==> src/rtl/galaxian_inputs.sv <==
// Galaxian-family input conditioning: decodes PS/2 key events into held key
// states, merges them with both joystick words into per-player active-high
// control vectors, and stretches coin requests into fixed-length pulses.
// Every output is registered; the top level inverts and packs them per game.
module galaxian_inputs #(
    parameter int unsigned COIN_PULSE = 600000
) (
    input  logic        clk_sys,
    input  logic        reset,
    input  logic [10:0] ps2_key,
    input  logic [15:0] joystick_0,
    input  logic [15:0] joystick_1,
    input  logic        ioctl_download,
    output logic [4:0]  p1_ctrl,
    output logic [4:0]  p2_ctrl,
    output logic        start1,
    output logic        start2,
    output logic        coin1,
    output logic        coin2,
    output logic        test
);

    // Pulse counter reload value; the pulse lasts from the load edge until
    // the edge on which the counter is found at zero.
    localparam logic [23:0] PULSE_LOAD = 24'(COIN_PULSE - 1);

    // Reset and download both flush every piece of state except old_tog.
    logic clear;
    assign clear = reset | ioctl_download;

    // Key word fields.
    logic       key_tog;
    logic       key_pressed;
    logic       key_ext;
    logic [7:0] key_code;
    assign key_tog     = ps2_key[10];
    assign key_pressed = ps2_key[9];
    assign key_ext     = ps2_key[8];
    assign key_code    = ps2_key[7:0];

    // Joystick bits above the coin bit carry nothing for these games.
    logic unused_joy;
    assign unused_joy = ^{joystick_0[15:8], joystick_1[15:8]};

    // Event detection: a new key event is signalled by a toggle of bit 10.
    logic old_tog;
    logic key_event;
    assign key_event = key_tog != old_tog;

    // Held key states.
    logic up1, down1, left1, right1, fire1;
    logic up2, down2, left2, right2, fire2;
    logic st1, st2, kc1, kc2, test_key;

    // Coin stretcher state, index 0 = coin1, index 1 = coin2.
    logic [1:0]  req;
    logic [1:0]  req_prev;
    logic [1:0]  active;
    logic [23:0] cnt [2];

    assign req = {kc2 | joystick_1[7], kc1 | joystick_0[7]};

    // Toggle tracker reloads unconditionally so events raised during reset
    // or download are swallowed rather than replayed afterwards.
    always_ff @(posedge clk_sys) begin
        old_tog <= key_tog;
    end

    // Key decode: arrows accept either extended flag, all others need ext=0.
    always_ff @(posedge clk_sys) begin
        if (clear) begin
            {up1, down1, left1, right1, fire1} <= '0;
            {up2, down2, left2, right2, fire2} <= '0;
            {st1, st2, kc1, kc2, test_key}     <= '0;
        end else if (key_event) begin
            case (key_code)
                8'h75: up1    <= key_pressed;
                8'h72: down1  <= key_pressed;
                8'h6B: left1  <= key_pressed;
                8'h74: right1 <= key_pressed;
                default: begin
                    if (!key_ext) begin
                        case (key_code)
                            8'h29, 8'h14: fire1    <= key_pressed;
                            8'h05, 8'h16: st1      <= key_pressed;
                            8'h06, 8'h1E: st2      <= key_pressed;
                            8'h2E:        kc1      <= key_pressed;
                            8'h36:        kc2      <= key_pressed;
                            8'h2D:        up2      <= key_pressed;
                            8'h2B:        down2    <= key_pressed;
                            8'h23:        left2    <= key_pressed;
                            8'h34:        right2   <= key_pressed;
                            8'h1C:        fire2    <= key_pressed;
                            8'h2C:        test_key <= key_pressed;
                            default: ;
                        endcase
                    end
                end
            endcase
        end
    end

    // Coin stretchers: one pulse per request rising edge, no queueing.
    // req_prev is held high while cleared so a request still held on exit
    // does not count as a fresh edge.
    always_ff @(posedge clk_sys) begin
        if (clear) begin
            req_prev <= 2'b11;
            active   <= 2'b00;
            cnt[0]   <= '0;
            cnt[1]   <= '0;
        end else begin
            for (int i = 0; i < 2; i++) begin
                req_prev[i] <= req[i];
                if (active[i]) begin
                    if (cnt[i] == 24'd0) begin
                        active[i] <= 1'b0;
                    end else begin
                        cnt[i] <= cnt[i] - 24'd1;
                    end
                end else if (req[i] && !req_prev[i]) begin
                    active[i] <= 1'b1;
                    cnt[i]    <= PULSE_LOAD;
                end
            end
        end
    end

    // Output merge register: key latches OR joystick bits, already in
    // {fire, up, down, left, right} order on the joystick side.
    always_ff @(posedge clk_sys) begin
        if (clear) begin
            p1_ctrl <= '0;
            p2_ctrl <= '0;
            start1  <= 1'b0;
            start2  <= 1'b0;
            test    <= 1'b0;
        end else begin
            p1_ctrl <= {fire1, up1, down1, left1, right1} | joystick_0[4:0];
            p2_ctrl <= {fire2, up2, down2, left2, right2} | joystick_1[4:0];
            start1  <= st1 | joystick_0[5] | joystick_1[5];
            start2  <= st2 | joystick_0[6] | joystick_1[6];
            test    <= test_key;
        end
    end

    assign coin1 = active[0];
    assign coin2 = active[1];

endmodule

==> config.mk <==
export PLATFORM = sky130hd
export DESIGN_NAME = galaxian_inputs
export DESIGN_NICKNAME = d
export VERILOG_FILES = /design/src/rtl/galaxian_inputs.sv
export SDC_FILE = /design/constraint.sdc
export NUM_CORES = 1
export LEC_CHECK = 0
export CAP_MARGIN = 10
export CORE_MARGIN = 2
export CORE_UTILIZATION = 58
export CTS_CLUSTER_DIAMETER = 50
export DETAILED_ROUTE_END_ITERATION = 10
export PLACE_DENSITY = 0.83
export SLEW_MARGIN = 20
export SYNTH_ARGS = -nofsm -noshare
export SYNTH_HDL_FRONTEND = slang
export SYNTH_SLANG_ARGS = --single-unit
==> constraint.sdc <==
create_clock -name clk_sys -period 6.26 [get_ports clk_sys]
set_input_delay 1.252 -clock clk_sys [delete_from_list [all_inputs] [get_ports clk_sys]]
set_output_delay 1.252 -clock clk_sys [all_outputs]
set_load 0.01 [all_outputs]
Word-level counts from Yosys, hierarchy flattened

Memory sizes are Yosys's and may differ from the RTL's.
Cells that the tools add are included.

Memory bits (writable): 48
Register bits: 33
Input bits: 46
Memories kept: 1
Word-level logic and storage cells: 109

Bitwise gates (word level): 15
Reduce and logical (&&, ||, !) cells: 25
Mux-type cells: 24
Eq/ne operators: 19
$add $sub $neg: 2

Memories:

| name | words | bits a word | read ports | clocked after Yosys merged registers in | wr ports | line | text |
|---|---|---|---|---|---|---|---|
| cnt  | 2     | 24          | 2          | 0                                       | 2        | 59   | `logic [23:0] cnt [2];` |

Operators by type and width:

| operator                                                               | number |
|---|---|
| 24-bit two-way mux                                                     | 4 |
| 8-bit by 6-bit equality test with 1-bit output (second input constant) | 8 |
| 24-bit logical NOT                                                     | 2 |
| 24-bit by 1-bit subtractor with 24-bit output (second input constant)  | 2 |
| 4-bit AND reduction                                                    | 11 |
| 8-bit by 5-bit equality test with 1-bit output (second input constant) | 4 |
| 8-bit by 7-bit equality test with 1-bit output (second input constant) | 4 |
| 1-bit two-way mux                                                      | 20 |
| 8-bit by 3-bit equality test with 1-bit output (second input constant) | 2 |
| 1-bit OR                                                               | 11 |
| 5-bit OR                                                               | 2 |
| 2-bit AND reduction                                                    | 4 |
| 2-bit OR reduction                                                     | 3 |
| 4-bit OR reduction                                                     | 1 |
| 1-bit logical AND                                                      | 2 |
| 1-bit logical NOT                                                      | 2 |
| 1-bit NOT                                                              | 2 |
| 1-bit inequality test                                                  | 1 |

Depth between registers and ports, before layout

Gate-level depths: netlist (run 1).

Depth in word-level cells: 7
Gate-level depth with buffers: 8

Least setup slack after synthesis (run 1)

Ideal clock, no wire load.

Path type: input to register
Start: input port ioctl_download
End: memory cnt[0][0] (enable)
Arrival: 2.883 ns
Stages: 6
Setup slack: 2.996 ns
Path buffers: 1
Path through: or2_2 > or4_1 > clkbuf_1 > nand4_1 > o21ai_0 > nand2_1

RTL lines:

| item            | line | text |
|---|---|---|
| start, declared | 13   | `input logic ioctl_download,` |
| end, declared   | 59   |  |

==> results of run 1 <==
## flip-flops by register name, summed over array words and instances, names as in the netlist, 2 cells and up
register,count
active,2
req_prev,2
p1_ctrl,5
cnt,48
p2_ctrl,5
## cell families after synthesis
logic type      count (synthesis)  synth area share
buf+inv                        29           0.03080
flops                          81            0.4676
xor+xnor                       30           0.06600
mux                            15           0.03771
fa+ha+maj                       3          0.009429
compound gates                 70            0.1226
simple gates                  197            0.2659
## final timing paths
| kind | endpoint | slack [ns] | cells after the start |
|---|---|---|---|
| min reg2reg | req_prev[1] | 0.46 | 2 |
| max | cnt[0][22] | 2.05 | 6 |
| min | req_prev[1] | 0.46 | 2 |
| max reg2reg | cnt[0][12] | 3.19 | 5 |
## cell usage after synthesis, types with 12 or more instances
| library cell | count |
|---|---|
| nor2_1 | 60 |
| dfxtp_1 | 57 |
| nand2_1 | 27 |
| edfxtp_1 | 24 |
| a21oi_1 | 20 |
| xnor2_1 | 19 |
| or4_1 | 18 |
| clkbuf_1 | 16 |
| nor3_1 | 16 |
| mux2i_1 | 15 |
| nand3_1 | 14 |
| nor4_1 | 13 |
| o21ai_0 | 12 |
## cell type report
| cell class | count | area [sq um] | area share |
|---|---|---|---|
| Clock buffer | 9 | 123.9 | 0.02655 |
| Clock inverter | 7 | 101.3 | 0.02172 |
| Inverter | 9 | 33.78 | 0.007241 |
| Multi-Input combinational cell | 315 | 1997 | 0.4280 |
| Timing Repair Buffer | 45 | 447.9 | 0.09600 |
| Tap cell | 80 | 100.1 | 0.02145 |
| Sequential cell | 81 | 1862 | 0.3990 |
## power breakdown
part           leakage (nW)  switching (mW)  internal, mW
Clock                 0.106           0.201         0.228
Sequential            0.730          0.0123         0.553
Combinational         0.811          0.0632        0.0515
## worst max-delay path, cell delays in order
cell and delay, ns:
clkdlybuf4s50_1 0.44, or2_2 0.60, or4_1 0.86, nand4_1 0.18, o21ai_0 0.10, nand2_1 0.75
## cell usage in the layout (no fill, tap or decap), drive strengths merged, types with 2 or more instances in the layout
cell,Yosys,final
nand3,14,14
or2,4,4
or3b,2,2
clkdlybuf4s50,0,44
xor2,11,11
nor4,14,14
o211ai,4,4
nor3,16,16
o311ai,2,2
xnor2,19,19
nor3b,5,5
a21oi,25,25
nand4,6,6
or4,19,19
o21ai,14,14
clkinvlp,0,2
nor4b,4,4
a211oi,2,2
dfxtp,57,57
inv,9,11
mux2i,15,15
or3,4,4
o31ai,10,10
bufinv,0,2
a31oi,2,2
and2,6,6
ha,3,3
nor2b,4,4
nand2,27,27
nor2,61,61
clkbuf,16,9
or4b,2,2
nand2b,4,4
nand3b,2,2
edfxtp,24,24
## layer usage
| metal | up-vias | global-route usage | part of all wire |
|---|---|---|---|
| met1 | 1554 | 0.3023 | 0.44 |
| met3 | 8 | 0.05687 | 0.041 |
| met4 | 0 | 0.06534 | 0.0074 |
| met2 | 59 | 0.4053 | 0.51 |
| met5 | - | 0 | 0 |
| li1 | 1636 | - | - |
## stage by stage
stage	worst slack (ns)	std cells	hold WS, ns
after global placement	1.751	530	0.4412
after global routing	1.798	546	0.4909
after floorplan	2.996	425	0.4234
after detailed placement	1.677	530	0.4429
after CTS	2.056	546	0.4640
final	2.053	546	0.4591
==> impl_metrics.csv, run 1 <==
group,metric,value,unit
route,vias,3257,
cts,post_cts_buffers,0,
cts,clock-sinks,81,
cts,cts-resized-gates,0,
logic_synthesis,syn-num-nets,474,
sta,period_share,0.6721,
layout,finish.utilization,0.6944,
floorplan,die_w,86.85,um
logic_synthesis,ys_async_sr_fraction,0,
route,wl_per_cell,15.77,um
grt,grt_pass1_vias,3144,
cts,cts_tree,"done",
hold_path,hp-class,"reg2reg",
cts,clock_path_buffers,2,
logic_synthesis,synth-seq-cells,81,
logic_synthesis,ys_top_cells_by_area,"dfxtp_1 29%, edfxtp_1 18%, nor2_1 5.7%, xnor2_1 4.2%, mux2i_1 3.8%",
floorplan,die_h,86.85,um
worst_setup_path,end_kind,"flop",
layout,fillers,499,
logic_synthesis,seq_area_frac_synth,0.4676,
sta,slew_violations,0,
sta,period_minus_slack,4.207,ns
cts,worst_skew_pair.late_latency,0.36,ns
power,p_total,1.108,mW
run_status,status,"finished, final reports clean",
floorplan,die-area,7543,sq um
sta,rsz0062_at_grt,"no",
sta,fmax,237.7,MHz
cts,root_buffer,"clkbuf_8",
sta,setup_viol,0,
route,ant_nets,0,
route,first_iter_violations,130,
route,vias_per_cell,5.965,
layout,final_nets,510,
power,p_leak,1.648,nW
worst_setup_path,required,6.24,ns
power,peakVddDrop,0.0002853,V
logic_synthesis,synth_top_area_cell,"dfxtp_1",
layout,layout-drive-gt1-share,0.08369,
power,powerDensity,237.6,nW/um^2
floorplan,core_area,6719,sq um
logic_synthesis,synth.avg_cell_area,9.368,sq um
floorplan,io_pins,61,
worst_setup_path,worst-setup-path-type,"in2reg",
worst_setup_path,crit_arrival,4.19,ns
sta,hold_viol,0,
logic_synthesis,netlist_area,3981,sq um
grt,grt_util_all_layers,0.2380,
worst_setup_path,crit_start,"ioctl_download",
worst_setup_path,crit_fanout,41,
cts,cts-htree-levels,3,
sta,fin_skew,0.01298,ns
layout,diodes,0,
grt,grt_pass1_wl,14330,um
floorplan,row_count,30,
logic_synthesis,yosys_warnings,0,
grt,grt_max_degree,42,
cts,path_clk_slew,0.09,ns
job,maxCapViolations,0,
sta,tightestPinTransition,0.9743,ns
route,remaining_drc_errors,0,
grt,grt_antenna_before_repair,0,
logic_synthesis,yosysUniqueCellTypes,60,
placed_design,place_hpwl,5999,um
route,wl,8613,um
placed_design,place_area,4441,sq um
cts,cts_made_buffers,9,
logic_synthesis,ys.flop_type,"dfxtp_1",
floorplan,initial_core_util,0.5926,
layout,syn2layout_area_growth,17.19,%
route,dr.pass1.iters,5,
sta,tns,0,ns
layout,design_area,4666,sq um
cts,postCtsHoldBufs,0,
logic_synthesis,yosys.area.top_type_share,0.2866,
hold_path,hold_start,"kc2",
logic_synthesis,synthCells,425,
sta,relSlewSlack,0.3489,
worst_setup_path,rr_startpoint,"cnt[0][4]",
placed_design,port_buffers,44,
grt,grt_overflow,0,
logic_synthesis,synth_edf_count,24,
worst_setup_path,startpoint_type,"primary input",
placed_design,gp_congestion,0.8670,
(Power assumes the default switching activity.)
==> inputs of run 2 (changes only) <==
Settings changed: CORE_UTILIZATION 58 to 54, PLACE_DENSITY 0.83 to 0.78.
Clock period 6.26 ns to 4.22 ns, I/O delays scaled along.
==> run 2 against run 1 <==
Effect of this change:
- power grew 49%
- hold slack gained 0.010 ns
- sequential cell count is the same
- global-route usage shrank 1.9 points
- clock-buffer cell count is the same
- setup slack lost 1.1 ns
- sequential power grew 48%
- die area grew 7.1%
- final cell count grew 4.2%
- final area grew 1.2%
- sequential share of layout area shrank 0.45 points
- utilization shrank 4.0 points
==> impl_metrics.csv, run 2 (synthesis results as in run 1) <==
group,metric,value,unit
layout,syn2layout_area_growth,18.54,%
sta,relSlewSlack,0.3578,
cts,clock-sinks,81,
worst_setup_path,reg2reg_slack,1.15,ns
layout,multiInputGateArea,1997,sq um
layout,top_register,"cnt",
layout,instances_no_fill,569,
worst_setup_path,reg2reg_to,"cnt[0][14]",
grt,grt_max_degree,41,
floorplan,row_count,31,
sta,tns,0,ns
grt,grt_antenna_before_repair,0,
layout,final_common_cell,"nor2_1",
layout,largest_reg_flops,48,
cts,postCtsHoldBufs,0,
layout,fillers,605,
cts,cts-htree-levels,3,
floorplan,die_h,89.87,um
grt,grt_pass1_vias,3018,
route,remaining_drc_errors,0,
cts,root_buffer,"clkbuf_8",
hold_path,hold_start,"down2",
hold_path,worst_hold_path.endpoint,"down2",
worst_setup_path,end_kind,"flop",
placed_design,gp_congestion,0.8513,
power,peakVddDrop,0.0002685,V
sta,fmax,303.2,MHz
run_status,status,"finished, final reports clean",
route,ant_nets,0,
power,p_leak,1.676,nW
hold_path,hold_depth,2,
job,maxCapViolations,0,
worst_setup_path,required,4.29,ns
worst_setup_path,ff2ff_path_depth,5,
cts,cts_tree,"done",
floorplan,die-area,8076,sq um
route,vias_per_cell,5.815,
sta,rsz0062_at_grt,"no",
worst_setup_path,startpoint_type,"primary input",
layout,layout-drive-gt1-share,0.09149,
cts,cts_made_buffers,9,
route,dr.pass1.iters,5,
sta,hold_viol,0,
grt,grt_pass1_wl,14500,um
route,wl_per_cell,15.00,um
grt,grt_overflow,0,
power,powerDensity,349.5,nW/um^2
worst_setup_path,worst-setup-path-type,"in2reg",
worst_setup_path,rr_startpoint,"cnt[0][12]",
placed_design,dp_cells,553,
sta,period_share,0.7816,
layout,diodes,0,
sta,fin_skew,0.007674,ns
layout,most-common-layout-cells,"60 x nor2_1, 57 x dfxtp_1, 44 x clkdlybuf4s50_1, 27 x nand2_1, 24 x edfxtp_1",
cts,path_clk_slew,0.09,ns
route,wl,8533,um
floorplan,die_w,89.87,um
cts,cts-resized-gates,0,
floorplan,io_pins,61,
worst_setup_path,crit_arrival,3.37,ns
sta,slew_violations,0,
cts,post_cts_buffers,0,
layout,finish.utilization,0.6542,
worst_setup_path,crit_fanout,40,
cts,worst_skew_pair.late_latency,0.36,ns
sta,tightestPinTransition,0.9633,ns
sta,period_minus_slack,3.298,ns
layout,final_nets,514,
floorplan,initial_core_util,0.5519,
placed_design,place_hpwl,6120,um
sta,setup_viol,0,
placed_design,port_buffers,44,
route,vias,3309,
hold_path,hp-class,"reg2reg",
cts,clock_path_buffers,2,
floorplan,core_area,7214,sq um
route,first_iter_violations,115,
layout,regArea,1862,sq um
layout,top_regs,"cnt: 48 flops, p1_ctrl: 5 flops, p2_ctrl: 5 flops",
grt,grt_util_all_layers,0.2191,
[run 2: changes by cell type in the layout (fill, tap and decap cells not counted)]
cell	change
buf_4	+4
clkinvlp_4	-2
inv_4	+2
inv_6	-2
clkinv_4	+1
inv_8	+1
[run 2: worst max-delay path, stage by stage]
cell and delay, ns:
clkdlybuf4s50_1 0.42, or2_2 0.32, buf_4 0.26, nor4_1 0.55, nor2_1 0.09, a22oi_1 0.75
nor2_1 0.14
[run 2: worst max path at each step]
stage	start	end	slack [ns]	depth (start not counted)
after floorplan	ioctl_download	cnt[0][0]	1.36	6
after global placement	ioctl_download	cnt[0][15]	0.72	7
after detailed placement	ioctl_download	cnt[0][14]	0.56	7
after CTS	ioctl_download	cnt[0][14]	0.95	7
after global routing	ioctl_download	cnt[0][14]	0.80	7
final	ioctl_download	cnt[0][14]	0.92	7
[run 2: layer usage]
| layer | up-vias | track usage | wire (um) |
|---|---|---|---|
| li1 | 1637 | - | - |
| met1 | 1581 | 0.3125 | 3979 |
| met2 | 81 | 0.3365 | 4124 |
| met3 | 10 | 0.03101 | 312 |
| met4 | 0 | 0.09231 | 117 |
| met5 | - | 0 | 0 |
[run 2: per-stage QoR]
step	worst slack (ns)	total power, mW	hold slack [ns]	area [sq um]
after floorplan	1.364	0.9584	0.4234	3981
after global placement	0.7169	1.022	0.4418	4494
after detailed placement	0.5591	1.027	0.4453	4494
after CTS	0.9481	1.657	0.4704	4720
after global routing	0.7980	1.716	0.4927	4720
final	0.9216	1.650	0.4693	4720
[run 2: power by group]
| part | switching (mW) | internal [mW] | leakage (nW) | total [mW] |
|---|---|---|---|---|
| Sequential | 0.0179 | 0.820 | 0.730 | 0.838 |
| Clock | 0.299 | 0.340 | 0.116 | 0.639 |
| Combinational | 0.0945 | 0.0783 | 0.829 | 0.173 |
| Total | 0.411 | 1.24 | 1.68 | 1.65 |
[run 2: layout make-up]
| cell class | count | area share |
|---|---|---|
| flip-flops and latches | 81 | 0.3945 |
| clock buffers | 9 | 0.02625 |
| clock inverters | 7 | 0.02147 |
| well taps | 99 | 0.02625 |
| repair buffers | 49 | 0.1013 |
| multi-input cells | 315 | 0.4231 |
| inverters | 9 | 0.007158 |
==> inputs of run 3 (changes only) <==
Settings changed: CORE_UTILIZATION 54 to 49, PLACE_DENSITY 0.78 to 0.74.
Clock period 4.22 ns to 2.7 ns, I/O delays scaled along.
==> run 3 against run 2 <==
Effect of this change:
- setup slack got worse by 0.73 ns
- clock-buffer cell count unchanged
- first-iteration DRC count increased by 18%
- clock power increased by 44%
- register-to-register slack got worse by 0.95 ns
- via count increased by 2.3%
- sequential share of layout area decreased by 2.0 points
- clock skew increased by 0.0050 ns
- sequential cell count unchanged
- final cell count increased by 6.0%
- critical path depth unchanged
- critical endpoint is now cnt[0][17]
- largest cell class unchanged
==> impl_metrics.csv, run 3 (synthesis results as in run 1) <==
group,metric,value,unit
worst_setup_path,reg2reg_to,"cnt[0][17]",
sta,period_minus_slack,2.505,ns
floorplan,core_area,7807,sq um
cts,worst_skew_pair.late_latency,0.36,ns
layout,final_common_cell,"nor2_1",
floorplan,row_count,32,
layout,layout-drive-gt1-share,0.1517,
power,peakVddDrop,0.0004212,V
power,powerDensity,509.8,nW/um^2
sta,hold_viol,0,
layout,final_nets,545,
floorplan,die_h,94.14,um
worst_setup_path,rr_startpoint,"cnt[0][19]",
cts,cts_tree,"done",
cts,root_buffer,"clkbuf_8",
hold_path,worst_hold_path.endpoint,"req_prev[1]",
cts,clock_path_buffers,2,
placed_design,port_buffers,44,
cts,clock-sinks,81,
sta,relSlewSlack,0.5535,
grt,grt_pass1_vias,3241,
sta,slew_violations,0,
worst_setup_path,ff2ff_path_depth,7,
floorplan,die-area,8862,sq um
route,vias,3385,
route,ant_nets,0,
route,wl_per_cell,15.02,um
worst_setup_path,cpMostUsedCell,"buf_4",
route,remaining_drc_errors,0,
route,vias_per_cell,5.614,
worst_setup_path,crit_fanout,11,
layout,diodes,0,
layout,top_regs,"cnt: 48 flops, p1_ctrl: 5 flops, p2_ctrl: 5 flops",
cts,path_clk_slew,0.09,ns
grt,grt_util_all_layers,0.2129,
worst_setup_path,reg2reg_slack,0.20,ns
run_status,status,"finished, final reports clean",
power,p_leak,1.831,nW
sta,fmax,399.3,MHz
sta,setup_viol,0,
hold_path,hold_start,"kc2",
grt,grt_max_degree,26,
sta,holdWs,0.4673,ns
layout,most-common-layout-cells,"60 x nor2_1, 57 x dfxtp_1, 44 x clkdlybuf4s50_1, 35 x buf_4, 27 x nand2_1",
sta,tightestPinTransition,0.6529,ns
worst_setup_path,worst-setup-path-type,"reg2reg",
floorplan,initial_core_util,0.5099,
worst_setup_path,end_kind,"flop",
floorplan,die_w,94.14,um
layout,syn2layout_area_growth,24.73,%
worst_setup_path,startpoint_type,"flop",
placed_design,place_hpwl,6640,um
worst_setup_path,critical_path.cell_chain,"or4_1 > nor4b_2 > a41oi_2 > buf_4 > a22oi_1 > buf_4 > nor2_1",
sta,fin_skew,0.01263,ns
worst_setup_path,slowest_stage,"or4_1",
worst_setup_path,cpPeakStageDelay,0.60,ns
sta,period_share,0.9277,
cts,cts-htree-levels,3,
sta,rsz0062_at_grt,"no",
grt,grt_antenna_before_repair,0,
route,first_iter_violations,136,
worst_setup_path,crit_buf_inv,2,
route,wl,9055,um
floorplan,io_pins,61,
power,p_total,2.532,mW
hold_path,hp-class,"reg2reg",
grt,grt_overflow,0,
job,maxCapViolations,0,
worst_setup_path,required,2.81,ns
layout,largest_reg_flops,48,
cts,cts_made_buffers,9,
cts,postCtsHoldBufs,0,
hold_path,hold_depth,2,
placed_design,gp_congestion,0.9683,
grt,grt_pass1_wl,14960,um
worst_setup_path,crit_arrival,2.62,ns
worst_setup_path,critical-path-top-delay-family,"simple AND/OR/NAND/NOR gates",
route,dr.pass1.iters,4,
layout,top_register,"cnt",
## run 3: what timing repair did
action	in CTS	in global routing
pin swaps	0	1
gates cloned	0	0
setup buffers	0	1
setup endpoints to repair	13	24
gates resized for setup	1	2
## run 3: area by class of cell
cell class / instances / area (sq um)
fill: 627 / 2841
multi-input combinational: 315 / 2018
sequential: 81 / 1862
timing repair buffer: 80 / 723.2
tap: 102 / 127.6
clock buffer: 9 / 123.9
clock inverter: 7 / 77.57
inverter: 9 / 33.78
## run 3: layer usage
metal / up-vias / part of all wire / wire [um] / global-route usage
li1: 1698 / - / - / -
met4: 0 / 0.016 / 142 / 0.06039
met1: 1608 / 0.46 / 4130 / 0.2737
met2: 65 / 0.49 / 4462 / 0.3565
met5: - / 0 / 0 / 0
met3: 14 / 0.035 / 319 / 0.05136
## run 3: through the flow
step | utilization | instances | TNS, ns | worst slack [ns] | area (sq um)
detailed placement | 0.6050 | 586 | -2.225 | -0.09751 | 4723
global placement | 0.6050 | 586 | -0.1919 | -0.02377 | 4723
CTS | 0.6317 | 602 | 0 | 0.02187 | 4932
floorplan | - | 425 | 0 | 0.1481 | 3981
finish | 0.6361 | 603 | 0 | 0.1953 | 4966
global route | 0.6361 | 603 | 0 | 0.03027 | 4966
## run 3: report_power, final
part,internal [mW],switching [mW]
clock network,0.439,0.478
logic,0.150,0.158
registers,1.28,0.0249
total,1.87,0.661
## run 3: how the worst max path moves through the flow
stage	endpoint	startpoint	depth (start not counted)	slack, ns
3_5_place_dp	cnt[0][9]	cnt[0][5]	6	-0.1
2_1_floorplan	cnt[0][0]	ioctl_download	6	0.15
5_1_grt	cnt[0][17]	cnt[0][14]	7	0.03
4_1_cts	cnt[0][9]	cnt[0][5]	6	0.02
3_3_place_gp	cnt[0][5]	cnt[0][5]	6	-0.02
6_report	cnt[0][17]	cnt[0][19]	7	0.20
## run 3: tightest hold or removal path, cell delays in order (launching register included)
cell and delay, ns:
dfxtp_1 0.33, nor2_1 0.06, nand2_1 0.05
